--- src/rtl/grant_decoder_if.sv ---
// Request-index stream in, one-hot grant and status out, between the encoder and the agents.
interface grant_decoder_if #(
  parameter int CODE_W = 3
);
  localparam int N_OUT = 2 ** CODE_W;

  logic [CODE_W-1:0] code_in;
  logic              code_valid;
  logic              code_ready;
  logic [N_OUT-1:0]  ack;
  logic              clr_err;
  logic [N_OUT-1:0]  grant;
  logic              busy;
  logic              grant_done;
  logic              timeout_err;
  logic [CODE_W-1:0] err_code;

  modport master (
    output code_in, code_valid, ack, clr_err,
    input  code_ready, grant, busy, grant_done, timeout_err, err_code
  );

  modport slave (
    input  code_in, code_valid, ack, clr_err,
    output code_ready, grant, busy, grant_done, timeout_err, err_code
  );
endinterface

--- src/rtl/grant_decoder.sv ---
// Buffers encoded indices in a 2-deep FIFO and holds a one-hot grant until ack or timeout.
// Grant appears one edge after the index reaches the FIFO; code_ready deasserts while both slots are full.
module grant_decoder #(
  parameter int CODE_W  = 3,
  parameter int TIMEOUT = 15
) (
  input  logic             clk,
  input  logic             rst,
  grant_decoder_if.slave   bus
);
  localparam int N_OUT = 2 ** CODE_W;
  localparam logic [7:0] TIMER_LAST = 8'(TIMEOUT - 1);
  localparam logic [N_OUT-1:0] ONE = {{(N_OUT-1){1'b0}}, 1'b1};

  typedef enum logic {S_IDLE, S_GRANT} state_t;

  logic [CODE_W-1:0] r_mem [2];
  logic              r_wr_ptr;
  logic              r_rd_ptr;
  logic [1:0]        r_count;

  state_t            r_state;
  logic [CODE_W-1:0] r_code;
  logic [7:0]        r_timer;
  logic [N_OUT-1:0]  r_grant;
  logic              r_busy;
  logic              r_done;
  logic              r_err;
  logic [CODE_W-1:0] r_err_code;

  logic              w_ready;
  logic              w_push;
  logic              w_pop;
  logic [CODE_W-1:0] w_head;
  logic              w_ack_hit;

  // A full FIFO refuses pushes even when the head is popped on the same edge.
  assign w_ready   = (r_count < 2'd2);
  assign w_push    = bus.code_valid && w_ready;
  assign w_pop     = (r_state == S_IDLE) && (r_count != 2'd0);
  assign w_head    = r_mem[r_rd_ptr];
  assign w_ack_hit = bus.ack[r_code];

  always_ff @(posedge clk or negedge rst) begin
    if (!rst) begin
      r_mem[0] <= '0;
      r_mem[1] <= '0;
      r_wr_ptr <= 1'b0;
      r_rd_ptr <= 1'b0;
      r_count  <= 2'd0;
    end else begin
      if (w_push) begin
        r_mem[r_wr_ptr] <= bus.code_in;
        r_wr_ptr        <= ~r_wr_ptr;
      end
      if (w_pop) begin
        r_rd_ptr <= ~r_rd_ptr;
      end
      case ({w_push, w_pop})
        2'b10:   r_count <= r_count + 2'd1;
        2'b01:   r_count <= r_count - 2'd1;
        default: r_count <= r_count;
      endcase
    end
  end

  always_ff @(posedge clk or negedge rst) begin
    if (!rst) begin
      r_state    <= S_IDLE;
      r_code     <= '0;
      r_timer    <= 8'd0;
      r_grant    <= '0;
      r_busy     <= 1'b0;
      r_done     <= 1'b0;
      r_err      <= 1'b0;
      r_err_code <= '0;
    end else begin
      r_done <= 1'b0;
      // Cleared first so that a timeout on the same edge overrides it.
      if (bus.clr_err) begin
        r_err <= 1'b0;
      end
      case (r_state)
        S_IDLE: begin
          if (w_pop) begin
            r_code  <= w_head;
            r_grant <= ONE << w_head;
            r_timer <= 8'd0;
            r_busy  <= 1'b1;
            r_state <= S_GRANT;
          end
        end
        S_GRANT: begin
          if (w_ack_hit) begin
            r_grant <= '0;
            r_busy  <= 1'b0;
            r_done  <= 1'b1;
            r_state <= S_IDLE;
          end else if (r_timer == TIMER_LAST) begin
            r_grant    <= '0;
            r_busy     <= 1'b0;
            r_err      <= 1'b1;
            r_err_code <= r_code;
            r_state    <= S_IDLE;
          end else begin
            r_timer <= r_timer + 8'd1;
          end
        end
        default: r_state <= S_IDLE;
      endcase
    end
  end

  assign bus.code_ready  = w_ready;
  assign bus.grant       = r_grant;
  assign bus.busy        = r_busy;
  assign bus.grant_done  = r_done;
  assign bus.timeout_err = r_err;
  assign bus.err_code    = r_err_code;
endmodule

--- src/flat_wrapper.sv ---
// flat-port wrapper written by rule: the top's interface ports become plain ports
module grant_decoder_flat 
#(
  parameter int CODE_W  = 3,
  parameter int TIMEOUT = 15
)
  (clk, rst, bus_code_in, bus_code_valid, bus_ack, bus_clr_err, bus_code_ready, bus_grant, bus_busy, bus_grant_done, bus_timeout_err, bus_err_code);
  grant_decoder_if #(.CODE_W(CODE_W)) bus_i ();
  input  logic clk;
  input  logic rst;
  input wire logic [$bits(bus_i.code_in)-1:0] bus_code_in;
  input wire logic [$bits(bus_i.code_valid)-1:0] bus_code_valid;
  input wire logic [$bits(bus_i.ack)-1:0] bus_ack;
  input wire logic [$bits(bus_i.clr_err)-1:0] bus_clr_err;
  output wire logic [$bits(bus_i.code_ready)-1:0] bus_code_ready;
  output wire logic [$bits(bus_i.grant)-1:0] bus_grant;
  output wire logic [$bits(bus_i.busy)-1:0] bus_busy;
  output wire logic [$bits(bus_i.grant_done)-1:0] bus_grant_done;
  output wire logic [$bits(bus_i.timeout_err)-1:0] bus_timeout_err;
  output wire logic [$bits(bus_i.err_code)-1:0] bus_err_code;
  assign bus_i.code_in = bus_code_in;
  assign bus_i.code_valid = bus_code_valid;
  assign bus_i.ack = bus_ack;
  assign bus_i.clr_err = bus_clr_err;
  assign bus_code_ready = bus_i.code_ready;
  assign bus_grant = bus_i.grant;
  assign bus_busy = bus_i.busy;
  assign bus_grant_done = bus_i.grant_done;
  assign bus_timeout_err = bus_i.timeout_err;
  assign bus_err_code = bus_i.err_code;
  grant_decoder #(.CODE_W(CODE_W), .TIMEOUT(TIMEOUT)) u_core (.clk(clk), .rst(rst), .bus(bus_i));
endmodule
--- config.mk ---
export PLATFORM = sky130hd
export DESIGN_NAME = grant_decoder_flat
export DESIGN_NICKNAME = d
export VERILOG_FILES = /design/src/rtl/grant_decoder_if.sv /design/src/rtl/grant_decoder.sv /design/src/flat_wrapper.sv
export SDC_FILE = /design/constraint.sdc
export NUM_CORES = 1
export LEC_CHECK = 0
export CAP_MARGIN = 20
export CORE_MARGIN = 10
export CORE_UTILIZATION = 52
export DETAILED_ROUTE_END_ITERATION = 12
export PLACE_DENSITY = 0.78
export SKIP_CTS_REPAIR_TIMING = 1
export SYNTH_ARGS = -nofsm -noshare
export SYNTH_HDL_FRONTEND = slang
export SYNTH_SLANG_ARGS = --single-unit
export TNS_END_PERCENT = 30
--- constraint.sdc ---
create_clock -name clk -period 2 [get_ports clk]
set_input_delay 0.4 -clock clk [delete_from_list [all_inputs] [get_ports clk]]
set_output_delay 0.4 -clock clk [all_outputs]
set_load 0.02 [all_outputs]
==> results of run 1 <==
-- stage by stage --
stage | area (um2) | power, mW
2_1_floorplan | 1820 | 2.37
3_3_place_gp | 2200 | 2.84
3_5_place_dp | 2200 | 2.91
4_1_cts | 2270 | 3.42
5_1_grt | 2280 | 3.65
6_report | 2280 | 3.40
-- metal layers --
metal	share of wire, %	routed length, um	vias to the layer above
li1	-	-	678
met1	43	1720	696
met2	50	2010	48
met3	5.2	209	11
met4	2.3	93	0
met5	0	0	-
-- where the power goes --
part	leakage, nW	switching [mW]	internal (mW)
logic	0.473	0.864	0.764
registers	0.464	0.270	0.997
clock network	0.0422	0.243	0.262
total	0.979	1.38	2.02
-- sequential cells by signal, indices dropped and copies added, names as in the netlist --
name and flops:
u_core.r_mem 6, u_core.bus.timeout_err 1, u_core.r_code 3, u_core.r_count 2, u_core.r_rd_ptr 1, u_core.r_state 1
u_core.bus.busy 1, u_core.bus.grant_done 1, u_core.r_wr_ptr 1, u_core.r_timer 8, u_core.bus.grant 8, u_core.bus.err_code 3
-- Yosys cell counts, drive strengths merged, types with 2 or more instances --
library cell  count  area share [%]
a21oi             2            0.55
a22oi             2             1.1
a31oi             2            0.69
and2              2            0.96
buf               3             1.2
dfrtp            36              49
ha                3             2.1
inv               9             1.9
mux2              9             6.2
mux2i             6             3.3
nand2            27             6.1
nand2b            2            0.69
nand3             5             1.4
nor2             12             2.5
nor3              4             1.4
nor4b             3             2.3
o21ai            12             3.5
o22a              2             1.4
o22ai             9             3.1
xnor2            10             4.8
-- cells by family (layout without fill, tap and decap cells) --
logic type	count (synthesis)	after routing	synth area share, %
and+or+nand+nor	58	58	17.4
AOI/OAI and AO/OA	36	36	13.9
DFF	36	36	49.4
muxes	15	15	9.46
buffers and inverters	12	52	3.02
xor gates and xnor gates	10	10	4.80
adders and majority gates	3	3	2.06
-- final timing paths --
path | to | slack (ps) | depth (start not counted)
setup / recovery | u_core.bus.err_code[0] | 180 | 6
hold / removal | u_core.bus.err_code[0] | 460 | 2
setup reg to reg | u_core.bus.err_code[0] | 180 | 6
hold reg to reg | u_core.r_mem[5] | 510 | 1
max in group asynchronous | u_core.r_timer[3] | 1220 | 2
min in group clk | u_core.r_mem[5] | 510 | 1
-- layout make-up --
| cell class | count | area share [%] |
|---|---|---|
| clock buffer | 6 | 1.81 |
| multi-input combinational | 122 | 38.2 |
| sequential | 36 | 39.6 |
| tap | 46 | 2.53 |
| inverter | 9 | 1.48 |
| timing repair buffer | 35 | 14.8 |
| clock inverter | 2 | 1.54 |
==> metrics.md, run 1 <==
| Metric | Value |
|---|---|
| Core area | 3360 um2 |
| Critical path's largest stage delay | 440 ps |
| Ratio of cells with drive above 1 in the final layout | 16.2% |
| Max cap viols | 0 |
| Final Critical Period | 1820 ps |
| Number of global-route vias before repair | 1509 |
| Die H | 79.2 um |
| Maximum VDD drop | 0.000843 V |
| Outcome | completed |
| Reg clk slew, reported paths | 110 ps |
| Crit Path Max Fanout | 6 |
| Crit path max-delay family | simple AND/OR/NAND/NOR gates |
| # setup viols final | 0 |
| Final Cycle Share | 90.8% |
| Syn Std Cell Area | 1820 um2 |
| Yosys reg bits | 36 |
| Slowest cell on the critical path | dfrtp_1 |
| Num CTS Buffers | 5 |
| Yosys cell types | 40 |
| WP buf/inv | 0 |
| GP Congestion | 0.845 |
| Mean routed wirelength per cell | 15.7 um |
| Clk root buf | clkbuf_4 |
| I/O Buffers | 29 |
| Clock Path Buffers | 2 |
| Register area | 901 um2 |
| Critical-path cell list | ha_1 > nand4bb_4 > nor4b_4 > and2_4 > nand2_4 > mux2_4 |
| Required @ worst endpoint | 2240 ps |
| CTS H-tree depth | 2 |
| Worst-margin pin slew | 453 ps |
| Die X | 79.2 um |
| Cell total after placement | 248 |
| Most frequent cells in the layout | dfrtp_1 (36), clkdlybuf4s50_1 (28), nand2_1 (25), nor2_1 (12), xnor2_1 (10) |
| TritonCTS clock tree | built |
| Largest net degree at the start of global routing | 37 |
| Drt first-iter violations | 93 |
| Worst hold path class | in -> async |
| Top FF cell, synth | dfrtp_1 |
| Post-synthesis net count | 188 |
| Post-synth ARST share | 100% |
| Detailed Place HPWL | 3000 um |
| Area of the multi-input gates | 870 um2 |
| Clock skew | 4.50 ps |
| WHS | 456 ps |
| FF-to-FF Start | u_core.r_timer[1] |
| First-pass GRT wire length | 7010 um |
| Commonest non-fill, non-tap cell in the layout | dfrtp_1 |
| Nets | 227 |
| Vias after detailed routing | 1433 |
| Row count | 21 |
| Post-Route Utilization | 67.7% |
| Sequential share of the synthesized area | 49.4% |
| Routed wire length | 4030 um |
| Mapped Cells | 170 |
| Fillers | 274 |
| Vias per inst | 5.60 |
| Met2 usage | 22.8% |
| Boundary Pins | 30 |
| Crit path from | u_core.r_timer[1] |
| Initial antenna violation count | 0 |
| Cell Count, Final, Fillers Out | 256 |
| GRT Resource Usage Total | 13.6% |
| Number of synthesized flops with an enable pin | 0 |
| RSZ-0062 raised after global routing | no |
| Power density cells | 1490 nW/um2 |
| CP Class | reg -> reg |
| GRT Max-Usage Layer | met2 |
| Ys Warns | 0 |
| Pre-CTS setup slack | -65.6 ps |
| Static leakage | 0.979 nW |
| Starting Density | 54.2% |
| DRC | 0 |
| Final slew viol count | 0 |
| Clock insertion delay at the later pin of the skew report | 340 ps |
| Sink Count | 36 |
| Crit path DAT | 2060 ps |
| Rel. slew slack | 69.8% |
| Diodes inserted | 0 |
| Final setup margin | 184 ps |
| Startpoint types | flip-flop |
| Hold Violations, Final | 0 |
| Routing usage on met1 | 15.8% |
| GRT overflow | 0 |
| Overall die area | 6280 um2 |
| TritonRoute pass-1 iters | 4 |
| Syn-to-layout area delta | 24.8% |
| Maximum clock frequency | 551 MHz |
| Syn avg cell area | 10.7 um2 |
| Setup TNS | 0 ps |
| Met3 Use GR | 3.72% |
| Post-route antenna net violation count | 0 |
| CP endpoint kind | flip-flop |
Power figures use the tool's default switching activity.
==> run 2: changes to the inputs <==
CAP_MARGIN = unset   (was 20)
GPL_ROUTABILITY_DRIVEN = 0   (was unset)
==> results of run 2 <==
No change in the layout: final DEF, timing and power equal those of run 1.
